<file path="src/rtl/timer_ctrl_if.sv">
// Command/status bundle between the keypad front-end, the BCD counter chain
// and the countdown sequencing controller.
interface timer_ctrl_if;
    logic       data_valid;
    logic       start;
    logic       stop;
    logic       clear;
    logic       zero;
    logic       load_n;
    logic       en;
    logic       running;
    logic       done;
    logic [2:0] state;

    modport master (
        output data_valid, start, stop, clear, zero,
        input  load_n, en, running, done, state
    );

    modport slave (
        input  data_valid, start, stop, clear, zero,
        output load_n, en, running, done, state
    );
endinterface

</file>
<file path="src/rtl/timer_ctrl.sv">
// Countdown timer sequencer: arm/run/pause/done control, tick prescaler and
// load/enable pulses for the cascaded BCD down-counter chain.
module timer_ctrl #(
    parameter int TICK_DIV = 10
) (
    input  logic         clk,
    input  logic         clearn,
    timer_ctrl_if.slave  bus
);

    localparam int PW = $clog2(TICK_DIV);
    localparam logic [PW-1:0] PRESC_MAX  = PW'(TICK_DIV - 1);
    localparam logic [PW-1:0] PRESC_ZERO = {PW{1'b0}};

    typedef enum logic [2:0] {
        ST_IDLE  = 3'b000,
        ST_ARMED = 3'b001,
        ST_RUN   = 3'b010,
        ST_PAUSE = 3'b011,
        ST_DONE  = 3'b100
    } state_t;

    state_t          state_r;
    state_t          state_next_s;
    logic [PW-1:0]   presc_r;
    logic [PW-1:0]   presc_next_s;
    logic            start_q_r;
    logic            stop_q_r;
    logic            load_n_r;
    logic            load_n_next_s;
    logic            en_r;
    logic            en_next_s;
    logic            running_r;
    logic            done_r;
    logic            start_rise_s;
    logic            stop_rise_s;

    // Rising-edge detection of the level commands
    always_comb begin
        start_rise_s = bus.start & ~start_q_r;
        stop_rise_s  = bus.stop  & ~stop_q_r;
    end

    // Next-state, prescaler and pulse generation; a command with no meaning
    // in the current state is ignored and does not mask lower-priority ones
    always_comb begin
        state_next_s  = state_r;
        presc_next_s  = presc_r;
        load_n_next_s = 1'b1;
        en_next_s     = 1'b0;
        if (bus.clear) begin
            state_next_s = ST_IDLE;
            presc_next_s = PRESC_ZERO;
        end else begin
            case (state_r)
                ST_IDLE: begin
                    if (bus.data_valid) begin
                        state_next_s  = ST_ARMED;
                        load_n_next_s = 1'b0;
                    end else begin
                        state_next_s = ST_IDLE;
                    end
                end
                ST_ARMED: begin
                    if (start_rise_s) begin
                        presc_next_s = PRESC_ZERO;
                        if (bus.zero) begin
                            state_next_s = ST_DONE;
                        end else begin
                            state_next_s = ST_RUN;
                        end
                    end else if (bus.data_valid) begin
                        load_n_next_s = 1'b0;
                    end else begin
                        state_next_s = ST_ARMED;
                    end
                end
                ST_RUN: begin
                    // An exhausted chain ends the run before any further tick
                    if (bus.zero) begin
                        state_next_s = ST_DONE;
                    end else if (stop_rise_s) begin
                        state_next_s = ST_PAUSE;
                    end else if (presc_r == PRESC_MAX) begin
                        presc_next_s = PRESC_ZERO;
                        en_next_s    = 1'b1;
                    end else begin
                        presc_next_s = presc_r + 1'b1;
                    end
                end
                ST_PAUSE: begin
                    if (start_rise_s) begin
                        state_next_s = ST_RUN;
                    end else if (bus.data_valid) begin
                        state_next_s  = ST_ARMED;
                        load_n_next_s = 1'b0;
                    end else begin
                        state_next_s = ST_PAUSE;
                    end
                end
                ST_DONE: begin
                    if (bus.data_valid) begin
                        state_next_s  = ST_ARMED;
                        load_n_next_s = 1'b0;
                    end else begin
                        state_next_s = ST_DONE;
                    end
                end
                default: begin
                    state_next_s = ST_IDLE;
                    presc_next_s = PRESC_ZERO;
                end
            endcase
        end
    end

    // State, prescaler, edge history and registered outputs
    always_ff @(posedge clk or negedge clearn) begin
        if (!clearn) begin
            state_r   <= ST_IDLE;
            presc_r   <= PRESC_ZERO;
            start_q_r <= 1'b0;
            stop_q_r  <= 1'b0;
            load_n_r  <= 1'b1;
            en_r      <= 1'b0;
            running_r <= 1'b0;
            done_r    <= 1'b0;
        end else begin
            state_r   <= state_next_s;
            presc_r   <= presc_next_s;
            start_q_r <= bus.start;
            stop_q_r  <= bus.stop;
            load_n_r  <= load_n_next_s;
            en_r      <= en_next_s;
            running_r <= (state_next_s == ST_RUN);
            done_r    <= (state_next_s == ST_DONE);
        end
    end

    assign bus.load_n  = load_n_r;
    assign bus.en      = en_r;
    assign bus.running = running_r;
    assign bus.done    = done_r;
    assign bus.state   = state_r;

endmodule
</file>
<file path="src/flat_wrapper.sv">
// flat-port wrapper written by rule: the top's interface ports become plain ports
module timer_ctrl_flat 
#(
    parameter int TICK_DIV = 10
)
  (clk, clearn, bus_data_valid, bus_start, bus_stop, bus_clear, bus_zero, bus_load_n, bus_en, bus_running, bus_done, bus_state);
  timer_ctrl_if bus_i ();
  input  logic clk;
  input  logic clearn;
  input wire logic [$bits(bus_i.data_valid)-1:0] bus_data_valid;
  input wire logic [$bits(bus_i.start)-1:0] bus_start;
  input wire logic [$bits(bus_i.stop)-1:0] bus_stop;
  input wire logic [$bits(bus_i.clear)-1:0] bus_clear;
  input wire logic [$bits(bus_i.zero)-1:0] bus_zero;
  output wire logic [$bits(bus_i.load_n)-1:0] bus_load_n;
  output wire logic [$bits(bus_i.en)-1:0] bus_en;
  output wire logic [$bits(bus_i.running)-1:0] bus_running;
  output wire logic [$bits(bus_i.done)-1:0] bus_done;
  output wire logic [$bits(bus_i.state)-1:0] bus_state;
  assign bus_i.data_valid = bus_data_valid;
  assign bus_i.start = bus_start;
  assign bus_i.stop = bus_stop;
  assign bus_i.clear = bus_clear;
  assign bus_i.zero = bus_zero;
  assign bus_load_n = bus_i.load_n;
  assign bus_en = bus_i.en;
  assign bus_running = bus_i.running;
  assign bus_done = bus_i.done;
  assign bus_state = bus_i.state;
  timer_ctrl #(.TICK_DIV(TICK_DIV)) u_core (.clk(clk), .clearn(clearn), .bus(bus_i));
endmodule
</file>
<file path="config.mk">
export PLATFORM = sky130hd
export DESIGN_NAME = timer_ctrl_flat
export DESIGN_NICKNAME = d
export VERILOG_FILES = /design/src/rtl/timer_ctrl_if.sv /design/src/rtl/timer_ctrl.sv /design/src/flat_wrapper.sv
export SDC_FILE = /design/constraint.sdc
export NUM_CORES = 1
export LEC_CHECK = 0
export ABC_AREA = 1
export CORE_MARGIN = 3
export CORE_UTILIZATION = 53
export DETAILED_ROUTE_END_ITERATION = 8
export PLACE_DENSITY_LB_ADDON = 0.3
export SLEW_MARGIN = 20
export SYNTH_ARGS = -nofsm -noshare
export SYNTH_HDL_FRONTEND = slang
export SYNTH_SLANG_ARGS = --single-unit
</file>
<file path="constraint.sdc">
create_clock -name clk -period 1.8 [get_ports clk]
set_input_delay 0.18 -clock clk [delete_from_list [all_inputs] [get_ports clk]]
set_output_delay 0.18 -clock clk [all_outputs]
set_load 0.05 [all_outputs]
</file>
==> metrics.md, run 1 <==
| Metric | Value |
|---|---|
| Outcome | finished clean |
| Chip Height | 44.0 um |
| Bufs on Longest Clock Path | 2 |
| Total negative slack | 0 ns |
| Worst-skew pair later-pin latency | 0.28 ns |
| Nature of the critical path endpoint | primary output |
| Clk_skew | around 0.0066 ns |
| Fmax | about 600 MHz |
| Critical path cell sequence | clkdlybuf4s50_1 |
| Vias | roughly 700 |
| Antenna diodes | 0 |
| Place WS | around 0.25 ns |
| DP Wirelength | 1200 um |
| Largest stage delay on the critical path | 0.83 ns |
| Final Worst Setup Slack | a little under 0.09 ns |
| # setup viols final | 0 |
| Synthesized Nets | between 100 and 150 |
| Int Pwr | between 0.4 and 0.5 mW |
| Total CTS buffers | 3 |
| Port bufs | 13 |
| Clock transition at path regs | 0.08 ns |
| Slew Limit Fails | 0 |
| CTS tree | done |
| Clock network fraction of design power | 0.306 |
| Net switching power | 0.181 mW |
| Crit share post-route | 0.952 |
| Gate power share | 0.185 |
| Sw frac | 0.299 |
| Post-Layout Inst Area | just over 900 sq um |
| CP required | ~1.6 ns |
| Relative slew slack | 0.609 |
| Max_cap viols | 0 |
| EDFF count, synth | 0 |
| Unrepaired setup endpoints after global routing | no |
| Placed Instances | 130 |
| Fraction of layout cells with a size suffix above 1 | 0.160 |
| Crit Path Class | reg2out |
| Largest net degree at the start of global routing | 14 |
| I/O pin count | 14 |
| Die X | 44.0 um |
| R2R Path End | u_core.bus.en |
| Delay-heaviest family, CP | buffers and inverters |
| Post-cts sizing count | 0 |
| CP max FO | 4 |
| Synth cell types | 20 |
| Async set-reset flop share out of synthesis | 1.00 |
| Synth Register Bits | 13 |
| Initial antenna violation count | 0 |
| Mapped Cells | 104 |
| Placed cell area | 890 sq um |
| Pwr Total | ~0.60 mW |
| Final Hold Fails | 0 |
| Drt pass-1 iters | 4 |
| Root buf cell | clkbuf_4 |
| Register area share after synthesis | 0.428 |
| Synthesized area per cell | 7.34 sq um |
| Hold Crit Class | in2async |
| Period minus WS final | about 1.7 ns |
| Fin nets | roughly 130 |
| Number of global-route vias before repair | roughly 610 |
| Filler Cell Count | 112 |
| Synthesis Warnings | 0 |
| Setup bufs post-CTS | 0 |
| Crit path launch type | flop |
| ANT nets after route | 0 |
| Worst VDD drop | between 300 and 400 uV |
| Routed WL | 1600 um |
| R2R cell count | 5 |
| Critical path depth | 1 |
| CTS hold repair buffers | 0 |
| Synth-to-Final Area Change | 20.0% |
| Vias/cell | 5.27 |
| CTS Sinks | 13 |
| Grt ovf | 0 |
| DR iter-0 viols | 21 |
| Worst path slowest cell | clkdlybuf4s50_1 |
| Rows | 13 |
| Htree depth | 1 |
| Die ar. | ~1900 sq um |
| DRC Markers | 0 |
| Core area | 1330 sq um |
| Initial Util | 0.572 |
| Tot GR Track Use | 0.185 |
| Sequential Power Share | 0.510 |
| Fin cells | ~130 |
| Synth Cell Area | 763 sq um |
| Worst slew pin tran | 0.585 ns |
| Routed len/inst | 11.9 um |
| First-pass GRT wire length | around 2600 um |
| Most common flop cell mapped by yosys | dfrtp_1 |
| R2R setup slack | 0.49 ns |
| RePlAce Congestion | approximately 0.84 |
| Pleak | between 0.4 and 0.5 nW |
| Worst Path Buf+Inv | 1 |
| Pwr per Cell Area | 660 nW/um^2 |
| Reg-to-reg startpoint | u_core.bus.state[0] |
| WP data arrival | 1.53 ns |
-- worst reg2reg max path, delay by kind of cell (launching register included) --
kind                   cells  cell delay, ns
DFF                        1            0.47
buffers and inverters      1            0.10
and+or+nand+nor            4            0.62
-- kinds of logic (layout without fill, tap and decap cells) --
group / Yosys count / in the layout / share of synthesized area
fa+ha+maj: 2 / 2 / 0.0328
xor+xnor: 1 / 1 / 0.0115
compound gates: 3 / 3 / 0.0197
simple gates: 68 / 68 / 0.415
flops: 13 / 13 / 0.428
buf+inv: 17 / 32 / 0.0934
-- routing by layer --
metal,vias up,track usage,part of all wire
met2,32,0.302,0.46
li1,354,-,-
met5,-,0,0
met4,0,0.0723,0.013
met3,3,0.0415,0.075
met1,317,0.236,0.45
-- metrics by stage --
step	hold WS, ns	utilization
floorplan	-0.116	-
CTS	0.287	0.687
detailed placement	0.546	0.667
global placement	0.561	0.667
global route	0.301	0.687
finish	0.263	0.687
-- worst max-delay path by stage --
stage,from,to,slack [ns]
floorplan,u_core.bus.state[1],u_core.presc_r[2],0.35
global placement,bus_clear,u_core.presc_r[1],0.27
detailed placement,bus_clear,u_core.presc_r[1],0.25
CTS,u_core.bus.state[2],bus_state[2],0.09
global route,u_core.bus.state[2],bus_state[2],0.05
finish,u_core.bus.state[2],bus_state[2],0.09
-- cell usage in the layout, fill, tap and decap left out, types with 2 or more instances in the layout --
cell type	count
clkdlybuf4s50_1	10
buf_4	3
nor2_2	5
ha_1	2
nand3_1	15
clkbuf_4	3
o21ai_1	2
nand2_1	24
dfrtp_1	12
inv_2	3
nor2_1	15
nand4_1	2
inv_1	12
nand2_2	2
-- synthesized netlist by cell type, types with 2 or more instances --
| cell | instances | share of area |
|---|---|---|
| buf_4 | 2 | 0.020 |
| dfrtp_1 | 12 | 0.39 |
| ha_1 | 2 | 0.033 |
| inv_1 | 12 | 0.059 |
| inv_2 | 3 | 0.015 |
| nand2_1 | 24 | 0.12 |
| nand2_2 | 2 | 0.016 |
| nand3_1 | 15 | 0.098 |
| nand4_1 | 2 | 0.016 |
| nor2_1 | 15 | 0.074 |
| nor2_2 | 5 | 0.041 |
| o21ai_1 | 2 | 0.013 |
-- power groups by stage --
stage	Combinational [mW]	Clock, mW	Sequential [mW]
CTS	0.111	0.187	0.308
finish	0.112	0.185	0.308
floorplan	0.0551	0	0.330
detailed placement	0.111	0	0.314
global placement	0.109	0	0.313
global route	0.123	0.200	0.309
-- registers in the layout (all words and copies together), names as in the netlist --
signal              flops
u_core.start_q_r        1
u_core.bus.en           1
u_core.bus.load_n       1
u_core.presc_r          4
u_core.bus.running      1
u_core.bus.state        3
u_core.stop_q_r         1
u_core.bus.done         1
-- final cells by class --
| cell class | instances | area [sq um] | area share |
|---|---|---|---|
| well taps | 15 | 18.8 | 0.0205 |
| multi-input cells | 74 | 365 | 0.399 |
| repair buffers | 13 | 123 | 0.134 |
| flip-flops and latches | 13 | 327 | 0.357 |
| clock buffers | 4 | 26.3 | 0.0287 |
| inverters | 15 | 56.3 | 0.0615 |
(Power assumes the default switching activity.)
==> run 2: changes to the inputs <==
--- a/config.mk
+++ b/config.mk
@@ -9,7 +9,7 @@
 export CORE_MARGIN = 3
 export CORE_UTILIZATION = 53
 export DETAILED_ROUTE_END_ITERATION = 8
-export PLACE_DENSITY_LB_ADDON = 0.3
+export PLACE_DENSITY = 0.91
 export SLEW_MARGIN = 20
 export SYNTH_ARGS = -nofsm -noshare
 export SYNTH_HDL_FRONTEND = slang
==> run 2 against run 1 <==
  * Setup slack got worse by 0.016 ns
  * Register-to-register slack about the same
  * Sequential share of layout area unchanged
  * Utilization unchanged
  * Fmax decreased by 0.91%
  * Final area unchanged
  * Critical endpoint unchanged
  * Power decreased by 0.57%
  * Clock-buffer cell count unchanged
  * Via count increased by 0.28%
  * Wire length decreased by 1.4%
==> metrics.md, run 2 (synthesized netlist as in run 1, its figures left out) <==
| Metric | Value |
|---|---|
| Outcome | finished clean (unchanged) |
| I/O pin count | 14 (unchanged) |
| Int Pwr | 0.424 mW (about the same) |
| First-pass GRT wire length | 2550 um (was 2600 um) |
| Crit share post-route | 0.960 (was 0.952) |
| Nature of the critical path endpoint | primary output (unchanged) |
| WP data arrival | 1.55 ns (was 1.53 ns) |
| Hold Crit Class | in2async (unchanged) |
| Fin nets | 129 (unchanged) |
| Routed len/inst | 11.7 um (was 11.9 um) |
| Largest stage delay on the critical path | 0.83 ns (about the same) |
| Critical path depth | 1 (unchanged) |
| Sw frac | 0.295 (was 0.299) |
| Worst hold margin | 0.253 ns (was 0.263 ns) |
| Number of global-route vias before repair | 596 (was 614) |
| Worst path slowest cell | clkdlybuf4s50_1 (unchanged) |
| Drt pass-1 iters | 5 (was 4) |
| CP max FO | 4 (unchanged) |
| Worst slew pin tran | 0.554 ns (was 0.585 ns) |
| Port bufs | 13 (unchanged) |
| Delay-heaviest family, CP | buffers and inverters (unchanged) |
| CP required | 1.62 ns (about the same) |
| Htree depth | 1 (unchanged) |
| Post-cts sizing count | 0 (unchanged) |
| Fraction of layout cells with a size suffix above 1 | 0.160 (unchanged) |
| Final Hold Fails | 0 (unchanged) |
| CTS hold repair buffers | 0 (unchanged) |
| Setup bufs post-CTS | 0 (unchanged) |
| Routed WL | 1570 um (was 1600 um) |
| Highest-count cells in the layout ignoring fill and taps | nand2_1 (24), nor2_1 (15), nand3_1 (15) (unchanged) |
| Place WS | 0.300 ns (was 0.246 ns) |
| Synth-to-Final Area Change | 20.0% (unchanged) |
| Initial Util | 0.572 (unchanged) |
| Area of the multi-input gates | 365 sq um (unchanged) |
| Period minus WS final | 1.73 ns (was 1.71 ns) |
| Placed cell area | 890 sq um (unchanged) |
| Pwr per Cell Area | 656 nW/um^2 (was 660 nW/um^2) |
| DR iter-0 viols | 23 (was 21) |
| DP Wirelength | 1220 um (was 1200 um) |
| Relative slew slack | 0.629 (was 0.609) |
| R2R cell count | 7 (was 5) |
| Worst VDD drop | 590 uV (was 342 uV) |
| Crit Path Class | reg2out (unchanged) |
| Clock network fraction of design power | 0.304 (was 0.306) |
| Total CTS buffers | 3 (unchanged) |
| Core area | 1330 sq um (unchanged) |
| Fin cells | 134 (unchanged) |
| Grt ovf | 0 (unchanged) |
| Vias | 708 (was 706) |
| Filler Cell Count | 109 (was 112) |
| Gate power share | 0.184 (was 0.185) |
| Crit path launch type | flop (unchanged) |
| CTS Sinks | 13 (unchanged) |
| Sequential Power Share | 0.512 (was 0.510) |
| Fmax | 578 MHz (was 584 MHz) |
| Antenna diodes | 0 (unchanged) |
| CTS tree | done (unchanged) |
| Total negative slack | 0 ns (unchanged) |
| Root buf cell | clkbuf_4 (unchanged) |
| Placed Instances | 130 (unchanged) |
| Register with the most flip-flops | u_core.presc_r (unchanged) |
| Rows | 13 (unchanged) |
| Flip-flop count of the largest register after layout | 4 (unchanged) |
| Critical path cell sequence | clkdlybuf4s50_1 (unchanged) |
| Die ar. | 1930 sq um (unchanged) |
| Vias/cell | 5.28 (was 5.27) |
| Clock transition at path regs | 0.08 ns (about the same) |
| ANT nets after route | 0 (unchanged) |
| DRC Markers | 0 (unchanged) |
| Largest net degree at the start of global routing | 14 (unchanged) |
| R2R setup slack | 0.49 ns (about the same) |
| Initial antenna violation count | 0 (unchanged) |
| Pleak | 0.464 nW (unchanged) |
| Tot GR Track Use | 0.188 (was 0.185) |
| Slew Limit Fails | 0 (unchanged) |
| # setup viols final | 0 (unchanged) |
| Die X | 44.0 um (unchanged) |
| Post-Layout Inst Area | 916 sq um (unchanged) |
| Clk_skew | 0.00330 ns (was 0.00661 ns) |
| Chip Height | 44.0 um (unchanged) |
| Final Worst Setup Slack | 0.0711 ns (was 0.0868 ns) |
| Max_cap viols | 0 (unchanged) |
| Sequential cell area | 327 sq um (unchanged) |
| RePlAce Congestion | 0.865 (was 0.838) |
| Net switching power | 0.177 mW (was 0.181 mW) |
| Unrepaired setup endpoints after global routing | no (unchanged) |
| Bufs on Longest Clock Path | 2 (unchanged) |
| Worst Path Buf+Inv | 1 (unchanged) |
| Worst-skew pair later-pin latency | 0.28 ns (about the same) |
| Commonest non-fill, non-tap cell in the layout | nand2_1 (unchanged) |
==> run 2: per-stage QoR <==
step | util | power, mW
after floorplan | - | 0.385
after global placement | 0.667 | 0.421
after detailed placement | 0.667 | 0.424
after CTS | 0.687 | 0.603
after global routing | 0.687 | 0.630
final | 0.687 | 0.601
==> run 2: metal layers <==
metal	routed length, um	GRT usage	vias up
met1	665	0.232	319
met2	748	0.294	31
li1	-	-	354
met5	0	0	-
met3	115	0.0373	4
met4	42	0.127	0
==> run 2: layout make-up <==
cell class | count | share of cell area
clock buffer | 4 | 0.0287
tap | 15 | 0.0205
timing repair buffer | 13 | 0.134
multi-input combinational | 74 | 0.399
sequential | 13 | 0.357
inverter | 15 | 0.0615
==> run 2: worst paths after layout <==
kind                                           to                 from
worst min-delay path             u_core.start_q_r               clearn
worst min register to register  u_core.presc_r[1]    u_core.presc_r[1]
worst max-delay path                 bus_state[2]  u_core.bus.state[2]
min in group clk                 u_core.start_q_r            bus_start
worst max register to register  u_core.presc_r[3]  u_core.bus.state[0]
max in group asynchronous       u_core.bus.load_n               clearn
==> run 2: power by group through the flow <==
stage               clock network, mW  registers (mW)  logic, mW
detailed placement                  0           0.314      0.110
global route                    0.199           0.309      0.122
finish                          0.182           0.308      0.111
global placement                    0           0.313      0.108
CTS                             0.184           0.308      0.111
floorplan                           0           0.330     0.0551
